--- src/rtl/comparator_binary_multiprecision.sv ---
// Iterative MSW-first signed/unsigned comparator for wide operands.
// One STEP_WORD_WIDTH slice per cycle; exits early on the first differing word.
module comparator_binary_multiprecision #(
  parameter int WORD_WIDTH      = 128,
  parameter int STEP_WORD_WIDTH = 16
) (
  input  logic                  clock,
  input  logic                  clear,
  input  logic                  clock_enable,
  input  logic                  input_valid,
  output logic                  input_ready,
  input  logic [WORD_WIDTH-1:0] A,
  input  logic [WORD_WIDTH-1:0] B,
  output logic                  output_valid,
  input  logic                  output_ready,
  output logic                  A_eq_B,
  output logic                  A_lt_B_unsigned,
  output logic                  A_gt_B_unsigned,
  output logic                  A_lt_B_signed,
  output logic                  A_gt_B_signed
);
  localparam int STEP_WORD_COUNT = (WORD_WIDTH + STEP_WORD_WIDTH - 1) / STEP_WORD_WIDTH;
  localparam int PAD_WIDTH       = STEP_WORD_COUNT * STEP_WORD_WIDTH;
  localparam int CNT_WIDTH       = (STEP_WORD_COUNT > 1) ? $clog2(STEP_WORD_COUNT) : 1;
  localparam logic [CNT_WIDTH-1:0] CNT_LAST = CNT_WIDTH'(STEP_WORD_COUNT - 1);

  typedef enum logic [1:0] {LOAD = 2'd0, CALC = 2'd1, DONE = 2'd2} state_t;

  state_t               state_q, state_d;
  logic [PAD_WIDTH-1:0] a_q, a_d, b_q, b_d;
  logic                 sign_a_q, sign_a_d, sign_b_q, sign_b_d;
  logic [CNT_WIDTH-1:0] cnt_q, cnt_d;
  logic                 eq_q, eq_d, ltu_q, ltu_d, gtu_q, gtu_d, lts_q, lts_d, gts_q, gts_d;
  logic                 load;

  logic [STEP_WORD_WIDTH-1:0] word_a, word_b;
  logic                       word_lt, sign_diff;

  assign word_a    = a_q[PAD_WIDTH-1 -: STEP_WORD_WIDTH];
  assign word_b    = b_q[PAD_WIDTH-1 -: STEP_WORD_WIDTH];
  assign word_lt   = (word_a < word_b);
  assign sign_diff = sign_a_q ^ sign_b_q;

  always_comb begin
    state_d  = state_q;
    a_d      = a_q;
    b_d      = b_q;
    sign_a_d = sign_a_q;
    sign_b_d = sign_b_q;
    cnt_d    = cnt_q;
    eq_d     = eq_q;
    ltu_d    = ltu_q;
    gtu_d    = gtu_q;
    lts_d    = lts_q;
    gts_d    = gts_q;
    load     = 1'b0;
    unique case (state_q)
      LOAD: load = input_valid;
      CALC: begin
        if (word_a != word_b) begin
          // Differing signs decide the signed order regardless of magnitude.
          eq_d    = 1'b0;
          ltu_d   = word_lt;
          gtu_d   = ~word_lt;
          lts_d   = sign_diff ? sign_a_q : word_lt;
          gts_d   = sign_diff ? sign_b_q : ~word_lt;
          state_d = DONE;
        end else if (cnt_q == '0) begin
          eq_d    = 1'b1;
          ltu_d   = 1'b0;
          gtu_d   = 1'b0;
          lts_d   = 1'b0;
          gts_d   = 1'b0;
          state_d = DONE;
        end else begin
          a_d   = a_q << STEP_WORD_WIDTH;
          b_d   = b_q << STEP_WORD_WIDTH;
          cnt_d = cnt_q - CNT_WIDTH'(1);
        end
      end
      DONE: begin
        if (output_ready) begin
          if (input_valid) load = 1'b1;
          else             state_d = LOAD;
        end
      end
      default: state_d = LOAD;
    endcase
    if (load) begin
      a_d                   = '0;
      b_d                   = '0;
      a_d[WORD_WIDTH-1:0]   = A;
      b_d[WORD_WIDTH-1:0]   = B;
      sign_a_d              = A[WORD_WIDTH-1];
      sign_b_d              = B[WORD_WIDTH-1];
      cnt_d                 = CNT_LAST;
      state_d               = CALC;
    end
  end

  always_ff @(posedge clock) begin
    if (clear) begin
      state_q  <= LOAD;
      a_q      <= '0;
      b_q      <= '0;
      sign_a_q <= 1'b0;
      sign_b_q <= 1'b0;
      cnt_q    <= CNT_LAST;
      eq_q     <= 1'b0;
      ltu_q    <= 1'b0;
      gtu_q    <= 1'b0;
      lts_q    <= 1'b0;
      gts_q    <= 1'b0;
    end else if (clock_enable) begin
      state_q  <= state_d;
      a_q      <= a_d;
      b_q      <= b_d;
      sign_a_q <= sign_a_d;
      sign_b_q <= sign_b_d;
      cnt_q    <= cnt_d;
      eq_q     <= eq_d;
      ltu_q    <= ltu_d;
      gtu_q    <= gtu_d;
      lts_q    <= lts_d;
      gts_q    <= gts_d;
    end
  end

  assign input_ready     = (state_q == LOAD);
  assign output_valid    = (state_q == DONE);
  assign A_eq_B          = eq_q;
  assign A_lt_B_unsigned = ltu_q;
  assign A_gt_B_unsigned = gtu_q;
  assign A_lt_B_signed   = lts_q;
  assign A_gt_B_signed   = gts_q;
endmodule

--- config.mk ---
export PLATFORM = sky130hd
export DESIGN_NAME = comparator_binary_multiprecision
export DESIGN_NICKNAME = d
export VERILOG_FILES = /design/src/rtl/comparator_binary_multiprecision.sv
export SDC_FILE = /design/constraint.sdc
export NUM_CORES = 1
export LEC_CHECK = 0
export BUFFER_PORTS_ARGS = -buffer_cell sky130_fd_sc_hd__clkbuf_2
export CORE_UTILIZATION = 27
export CTS_CLUSTER_SIZE = 30
export DETAILED_ROUTE_END_ITERATION = 16
export PLACE_DENSITY_LB_ADDON = 0.25
export SETUP_SLACK_MARGIN = 0.02
export SLEW_MARGIN = 20
export SYNTH_ARGS = -nofsm -noshare
export SYNTH_HDL_FRONTEND = slang
export SYNTH_SLANG_ARGS = --single-unit
--- constraint.sdc ---
create_clock -name clock -period 6.4 [get_ports clock]
set_clock_uncertainty 0.15 [all_clocks]
set_input_delay 1.28 -clock clock [delete_from_list [all_inputs] [get_ports clock]]
set_output_delay 1.28 -clock clock [all_outputs]
set_load 0.02 [all_outputs]
== Word level (Yosys, flattened, before mapping) ==
Cells that the tools add are included.

* Bits in registers: 268
* Input bits: 261
* Output and inout bits: 7
* Logic and storage cells: 62

* Add/subtract/negate cells: 1
* Order comparisons: 1
* Equality and inequality tests: 9
* Muxes and demuxes: 30
* Bitwise operators: 2
* Reductions and logical operators: 8

{| class="wikitable"
|+ Operator list
! cell !! count
|-
| two-way mux 128 bit || 8
|-
| less-than comparator 16 bit || 1
|-
| != test 16 bit || 1
|-
| two-way mux 3 bit || 4
|-
| two-way mux 1 bit || 11
|-
| two-way mux 2 bit || 5
|-
| one-hot mux 2 bit (3 select lines) || 1
|-
| AND reduction 5 bit || 1
|-
| != test 2 bit, second input constant || 2
|-
| != test 4 bit, second input constant || 1
|-
| AND reduction 4 bit || 1
|-
| nonzero test 2 bit || 2
|-
| logical NOT 3 bit || 1
|-
| != test 3 x 1 -> 1 bit, second input constant || 1
|-
| != test 3 x 2 -> 1 bit, second input constant || 1
|-
| AND reduction 3 bit || 1
|-
| subtractor 3 x 1 -> 3 bit, second input constant || 1
|-
| equality test 2 x 1 -> 1 bit, second input constant || 1
|-
| equality test 2 bit, second input constant || 1
|-
| logical NOT 2 bit || 1
|-
| != test 2 x 1 -> 1 bit, second input constant || 1
|-
| one-hot mux 1 bit (2 select lines) || 1
|-
| AND reduction 2 bit || 1
|-
| inverter 1 bit || 1
|-
| bitwise XOR 1 bit || 1
|}

== Depth between registers and ports, before layout ==
Gate-level depths: netlist of run 1.

* Depth after elaboration: 5
* Gate-level depth with buffers: 10

== Worst setup path before layout of run 1 ==
Ideal clock, no wire load.

* Kind: input port to flip-flop
* Start: in output_ready
* End: reg a_q[81]
* Arrival time: 2.439 ns
* Path slack: 3.665 ns
* Cell stages on the path: 6
* Path buffers: 2
* Path through: nor2b_1 nor3b_1 buf_2 clkbuf_1 mux2i_1 a211oi_2

* Cells in the longest elaborated chain, start to end: 4
* Elaborated cells on any way between the ends: 7
* Classes of those cells: eq/ne: 2; mux: 3; reduce/logical: 2

{| class="wikitable"
|+ RTL lines
! what !! RTL line !! RTL
|-
| start, declared || 15 || <nowiki>input logic output_ready,</nowiki>
|-
| two-way mux 1 bit (*) || 82 || <nowiki>if (output_ready) begin</nowiki>
|-
| one-hot mux 1 bit (2 select lines) (*) || 57 || <nowiki>unique case (state_q)</nowiki>
|-
| != test 2 bit (no line) / nonzero test 2 bit (equally long branches) || - ||
|-
| AND reduction 4 bit (no line) || - ||
|-
| end signal, assigned || 104 || <nowiki>a_q <= '0;</nowiki>
|-
| end signal, assigned || 116 || <nowiki>a_q <= a_d;</nowiki>
|-
| end, declared || 30 || <nowiki>logic [PAD_WIDTH-1:0] a_q, a_d, b_q, b_d;</nowiki>
|}

Every way passes the cells marked *; elsewhere a longest branch is shown, timed or not.
A chain may end at the register's enable or synchronous reset.

== Final worst setup path of run 1 ==
* Start: reg b_q[122]
* End: reg b_q[91]

* Cells in the longest elaborated chain, start to end: 3

{| class="wikitable"
|+ RTL lines
! what !! RTL line !! RTL
|-
| start, declared || 30 ||
|-
| start signal, assigned || 105 || <nowiki>b_q <= '0;</nowiki>
|-
| start signal, assigned || 117 || <nowiki>b_q <= b_d;</nowiki>
|-
| != test 16 bit || 60 || <nowiki>if (word_a != word_b) begin</nowiki>
|-
| != test 2 bit (no line) || - ||
|-
| AND reduction 4 bit (no line) || - ||
|}

Every way passes these cells.

==> results of run 1 <==
[cell type report]
| class | instances | area (um2) |
|---|---|---|
| Fill cell | 4966 | 31820 |
| Multi-Input combinational cell | 856 | 6879 |
| Sequential cell | 268 | 5365 |
| Timing Repair Buffer | 283 | 1567 |
| Clock buffer | 55 | 1104 |
| Tap cell | 615 | 769.5 |
| Inverter | 21 | 78.83 |
| Clock inverter | 7 | 65.06 |
| Antenna cell | 1 | 2.502 |
[metrics by stage]
stage | setup WS, ns | hold slack [ns] | util [%] | instance area [um2] | instances
final | 2.400 | 0.3049 | 33.22 | 15830 | 2106
after global routing | 2.041 | 0.3285 | 33.22 | 15830 | 2105
after CTS | 2.337 | 0.3083 | 33.22 | 15830 | 2105
after detailed placement | 2.213 | 0.2931 | 30.77 | 14660 | 2043
after global placement | 2.281 | 0.2859 | 30.77 | 14660 | 2043
after floorplan | 3.665 | 0.2863 | - | 13010 | 1259
[state kept, by name, indices dropped and copies added, names as in the netlist]
signal and cells:
sign_b_q 1, a_q 128, A_lt_B_unsigned 1, cnt_q 3, state_q 2, A_eq_B 1, A_lt_B_signed 1, b_q 128
A_gt_B_signed 1, A_gt_B_unsigned 1, sign_a_q 1
[critical path, delay by kind of cell, from the launching register on]
kind            cells  cell delay, ns
fa+ha+maj           1            0.31
compound gates      1            0.20
flops               1            0.34
simple gates        5            2.35
buf+inv             2            0.48
[logic make-up (layout without fill, tap and decap cells)]
logic type	Yosys count	count (layout)	share of synthesized area, %
AO/OA/AOI/OAI	280	280	23.05
other	0	1	0
buffers and inverters	135	366	6.021
multiplexers	225	225	17.31
flip-flops	268	268	41.24
AND/OR/NAND/NOR	331	331	10.49
adder cells (fa/ha/maj)	19	19	1.808
XOR/XNOR	1	1	0.06734
[routing by layer]
metal	wire length [um]	vias to the layer above
met4	778	0
li1	-	4942
met5	0	-
met3	1583	49
met2	16850	182
met1	17800	4457
[how the worst min path moves through the flow]
stage | startpoint | slack (ns) | to
final | A_lt_B_signed | 0.30 | A_lt_B_signed
after global routing | a_q[8] | 0.33 | a_q[8]
after CTS | sign_a_q | 0.31 | sign_a_q
after detailed placement | A_lt_B_signed | 0.29 | A_lt_B_signed
after global placement | A_lt_B_signed | 0.29 | A_lt_B_signed
after floorplan | sign_a_q | 0.29 | sign_a_q
[where the power goes]
| part | leakage [nW] | internal (W) | switching [W] |
|---|---|---|---|
| sequential | 2.20 | 0.00179 | 0.0000722 |
| combinational | 3.45 | 0.000312 | 0.000423 |
| clock | 0.573 | 0.00122 | 0.000759 |
| total | 6.22 | 0.00332 | 0.00125 |
[cells in the mapped netlist]
master    number
inv_1         21
nand3_4        1
a22oi_1        2
clkbuf_1      40
ha_1          18
nor2b_1        3
xnor2_1        1
buf_4         21
nand4_1        5
buf_1          5
nand2_2        1
or2_2          1
nor2_1       232
buf_2         26
a32o_1         1
nand4_2        1
and3_1         2
nor3_1         1
a21o_1         2
buf_6         22
nand2b_1       1
o41ai_1        1
mux2i_1      225
a21oi_1       42
nand3_1       34
maj3_1         1
a221oi_1       1
nor3b_1        1
dfxtp_1      268
nand2_1       46
o211ai_1       2
o21ai_0        3
and2_1         1
a211oi_1      25
nor4_4         1
a2111o_1       1
a211oi_2     200
==> flow_metrics.py, run 1 <==
metrics = {
    "worst_setup_path": {
        "r2r-end": "b_q[91]",
        "crit_required_ns": 6.68,
        "critPathLaunchType": "register",
        "reg2reg_from": "b_q[122]",
        "worstSetupPathType": "register to register",
        "reg2reg_slack_ns": 2.40,
        "crit_path_max_incr_delay_ns": 0.90,
        "crit_end": "b_q[91]",
        "crit_arrival_ns": 4.28,
        "worstPathCellList": "inv_1 > ha_1 > nand4_1 > nor4_4 > nand3_4 > nand2_8 > buf_4 > nor2_1 > a211oi_2",
        "cp_slowest_cell": "nand2_8",
        "critPathMaxFanout": 129,
        "critical_path.startpoint": "b_q[122]",
        "crit_path_end_kind": "register",
        "rr_worst_depth": 9,
    },
    "detailed_routing": {
        "drt-initial-drc-count": 404,
        "wl_per_cell_um": 17.57,
        "drc_errors": 0,
        "ant_nets": 0,
        "avgViaCountPerCell": 4.573,
        "wl_um": 37010,
        "vias": 9630,
        "first_pass_iters": 4,
    },
    "sta": {
        "grt_setup_unrepaired": "no",
        "finalSetupTns_ns": 0,
        "hold_viol": 0,
        "max_freq_ghz": 0.2500,
        "drv_slew": 0,
        "slew_headroom_pct": 32.01,
        "final.min_clock_period_ns": 4.000,
        "worst_pin_slew_ns": 1.020,
        "setup_viol": 0,
        "finalCritPeriodShare_pct": 62.50,
    },
    "yosys": {
        "synth_area_um2": 13010,
        "synth_fp_nets": 1538,
        "synth_top_area_share_pct": 41.24,
        "synthTopCellsByArea": "dfxtp_1, a211oi_2, mux2i_1",
        "ys_ff_latch": 268,
        "yosysUniqueCellTypes": 37,
        "ys_warn_count": 0,
        "synth.avg_cell_area_um2": 10.33,
        "netlist_instances": 1259,
        "synth_largest_area_cell": "dfxtp_1",
        "ys_seq_area_share_pct": 41.24,
    },
    "global_route": {
        "grt_util_met3_pct": 3.101,
        "grt_pass1_vias": 9881,
        "grt_max_degree": 130,
        "grt_use_met2_pct": 23.95,
        "top_usage_layer": "met2",
        "grt_pass1_wl_um": 56700,
        "antenna_found_initial": 1,
        "grt_overflow": 0,
        "met1_usage_pct": 20.10,
        "track_usage_pct": 14.89,
    },
    "status": {
        "outcome": "finished clean",
    },
    "run": {
        "drv_cap": 0,
    },
    "final_layout": {
        "nNetsFinal": 1744,
        "final_cell_mix": "dfxtp_1, clkbuf_2, nor2_1",
        "final_common_cell": "dfxtp_1",
        "drive_gt1_share_pct": 36.51,
        "area.growth.synth_to_final_pct": 21.69,
    },
    "clock_tree": {
        "cts_hold_buf": 0,
        "cts_tree": "done",
        "h-tree-depth": 2,
        "cts_made_buffers": 35,
        "post_cts_resize_count": 0,
        "clk_path_buf_depth": 3,
        "cts_root_buf": "clkbuf_16",
        "clock-sinks": 268,
        "post-cts-setup-buffers": 0,
        "clk-insertion-delay-late_ns": 0.52,
        "clkTransAtPathRegs_ns": 0.06,
    },
    "place": {
        "dp_hpwl_um": 26100,
        "place.port_buffers": 267,
        "place_congestion": 0.7773,
    },
    "floorplanning": {
        "die_area_um2": 49060,
        "die_y_um": 221.5,
        "design.core.area_um2": 47650,
        "die_w_um": 221.5,
        "io-pin-count": 268,
        "initial_core_util_pct": 27.30,
        "rows": 80,
    },
    "hold_path": {
        "hold_path.class": "register to register",
        "holdPathStages": 2,
    },
    "power": {
        "leakagePower_nw": 6.225,
        "power_w": 0.004576,
        "vdd_drop_max_uv": 149.5,
        "power_density_nw_per_um2": 289.1,
    },
}
(Power assumes the default switching activity.)
==> run 2: changes to the inputs <==
==> constraint.sdc (replaced) <==
create_clock -name clock -period 3.67 [get_ports clock]
set_clock_uncertainty 0.15 [all_clocks]
set_input_delay 0.734 -clock clock [delete_from_list [all_inputs] [get_ports clock]]
set_output_delay 0.734 -clock clock [all_outputs]
set_load 0.02 [all_outputs]
==> flow_metrics.py, run 2 (synthesis results as in run 1) <==
metrics = {
    "status": {
        "outcome": "finished clean",
    },
    "power": {
        "switching_share_pct": 26.92,
        "vdd_drop_max_uv": 262.2,
        "leakagePower_nw": 6.340,
        "power_density_nw_per_um2": 499.4,
        "p_seq_share_pct": 40.6,
        "p_int_w": 0.005852,
        "clockPowerShare_pct": 43.2,
        "power_w": 0.008008,
        "switchingPower_w": 0.002156,
        "comb_power_share_pct": 16.2,
    },
    "sta": {
        "final.min_clock_period_ns": 2.883,
        "slew_headroom_pct": 41.45,
        "grt_setup_unrepaired": "no",
        "finalSetupTns_ns": 0,
        "hold_viol": 0,
        "setup_viol": 0,
        "worst_pin_slew_ns": 0.8782,
        "holdWs_ns": 0.2807,
        "finalCritPeriodShare_pct": 78.55,
        "drv_slew": 0,
        "max_freq_ghz": 0.3469,
    },
    "worst_setup_path": {
        "critPathLaunchType": "register",
        "critical_path.startpoint": "b_q[122]",
        "critPathMaxFanout": 56,
        "rr_worst_depth": 10,
        "crit_path_end_kind": "register",
        "crit_required_ns": 3.95,
        "reg2reg_from": "b_q[122]",
        "crit_arrival_ns": 3.16,
        "worstSetupPathType": "register to register",
    },
    "place": {
        "place.port_buffers": 267,
        "dp_hpwl_um": 26830,
        "placed_cells": 2062,
        "place_congestion": 0.7632,
    },
    "global_route": {
        "grt_overflow": 0,
        "antenna_found_initial": 0,
        "grt_max_degree": 112,
        "grt_pass1_vias": 9860,
        "grt_pass1_wl_um": 57130,
        "track_usage_pct": 15.00,
    },
    "hold_path": {
        "min_from": "B[6]",
        "holdPathStages": 3,
        "hold_path.class": "input port to register",
    },
    "detailed_routing": {
        "drt-initial-drc-count": 429,
        "drc_errors": 0,
        "ant_nets": 0,
        "wl_per_cell_um": 17.58,
        "avgViaCountPerCell": 4.607,
        "first_pass_iters": 6,
        "vias": 9767,
        "wl_um": 37280,
    },
    "final_layout": {
        "stdcell_count": 2120,
        "final_cell_mix": "dfxtp_1, clkbuf_2, nor2_1",
        "nNetsFinal": 1763,
        "final_common_cell": "dfxtp_1",
        "n_antenna_cell": 0,
        "drive_gt1_share_pct": 37.08,
        "multi_input_area_um2": 6879,
        "area.growth.synth_to_final_pct": 23.27,
        "top_regs": "a_q x128, b_q x128, cnt_q x3",
        "final_core_util_pct": 33.66,
        "seqCellArea_um2": 5365,
        "fillCellCount": 4933,
    },
    "floorplanning": {
        "die_area_um2": 49060,
        "die_y_um": 221.5,
        "initial_core_util_pct": 27.30,
        "io-pin-count": 268,
        "design.core.area_um2": 47650,
        "die_w_um": 221.5,
        "rows": 80,
    },
    "clock_tree": {
        "cts_made_buffers": 35,
        "clkTransAtPathRegs_ns": 0.06,
        "post-cts-setup-buffers": 0,
        "cts_hold_buf": 0,
        "cts_root_buf": "clkbuf_16",
        "clock-sinks": 268,
        "post_cts_resize_count": 0,
        "cts_tree": "done",
        "h-tree-depth": 2,
        "clk_path_buf_depth": 3,
        "clk-insertion-delay-late_ns": 0.52,
    },
    "run": {
        "drv_cap": 0,
    },
}
[run 2: power groups by stage]
stage	sequential, W	clock [W]	combinational [W]
after global placement	0.00332	0	0.00129
final	0.00325	0.00346	0.00130
after detailed placement	0.00332	0	0.00130
after CTS	0.00326	0.00359	0.00132
after floorplan	0.00326	0	0.000964
after global routing	0.00328	0.00371	0.00142
[run 2: routing by layer]
layer | track usage (%) | wire length (um)
met3 | 3.565 | 1678
met1 | 19.98 | 17810
met4 | 3.875 | 673
met5 | 0 | 0
met2 | 24.26 | 17120
[run 2: final timing paths]
kind / to / slack, ns
max: b_q[87] / 0.79
min: b_q[6] / 0.28
max reg2reg: b_q[87] / 0.79
min reg2reg: sign_b_q / 0.31
[run 2: per-stage QoR]
step | instance area [um2] | worst slack [ns]
6_report | 16040 | 0.7873
5_1_grt | 16040 | 0.5671
4_1_cts | 16040 | 0.7766
3_5_place_dp | 14880 | 0.8109
3_3_place_gp | 14880 | 0.8621
2_1_floorplan | 13010 | 1.361
[run 2: final cells by class]
class / count / share of cell area [%]
Sequential cell: 268 / 33.46
Inverter: 21 / 0.4916
Clock buffer: 55 / 6.820
Timing Repair Buffer: 302 / 11.13
Tap cell: 615 / 4.799
Clock inverter: 3 / 0.4057
Multi-Input combinational cell: 856 / 42.90
[run 2: critical path: stages, from the launching register on]
cell      delay, ns
dfxtp_1        0.33
inv_1          0.05
ha_1           0.30
nand4_1        0.21
nor4_4         0.31
buf_4          0.22
nand3_4        0.12
nand2_8        0.43
buf_12         0.31
nor2_1         0.08
a211oi_2       0.20
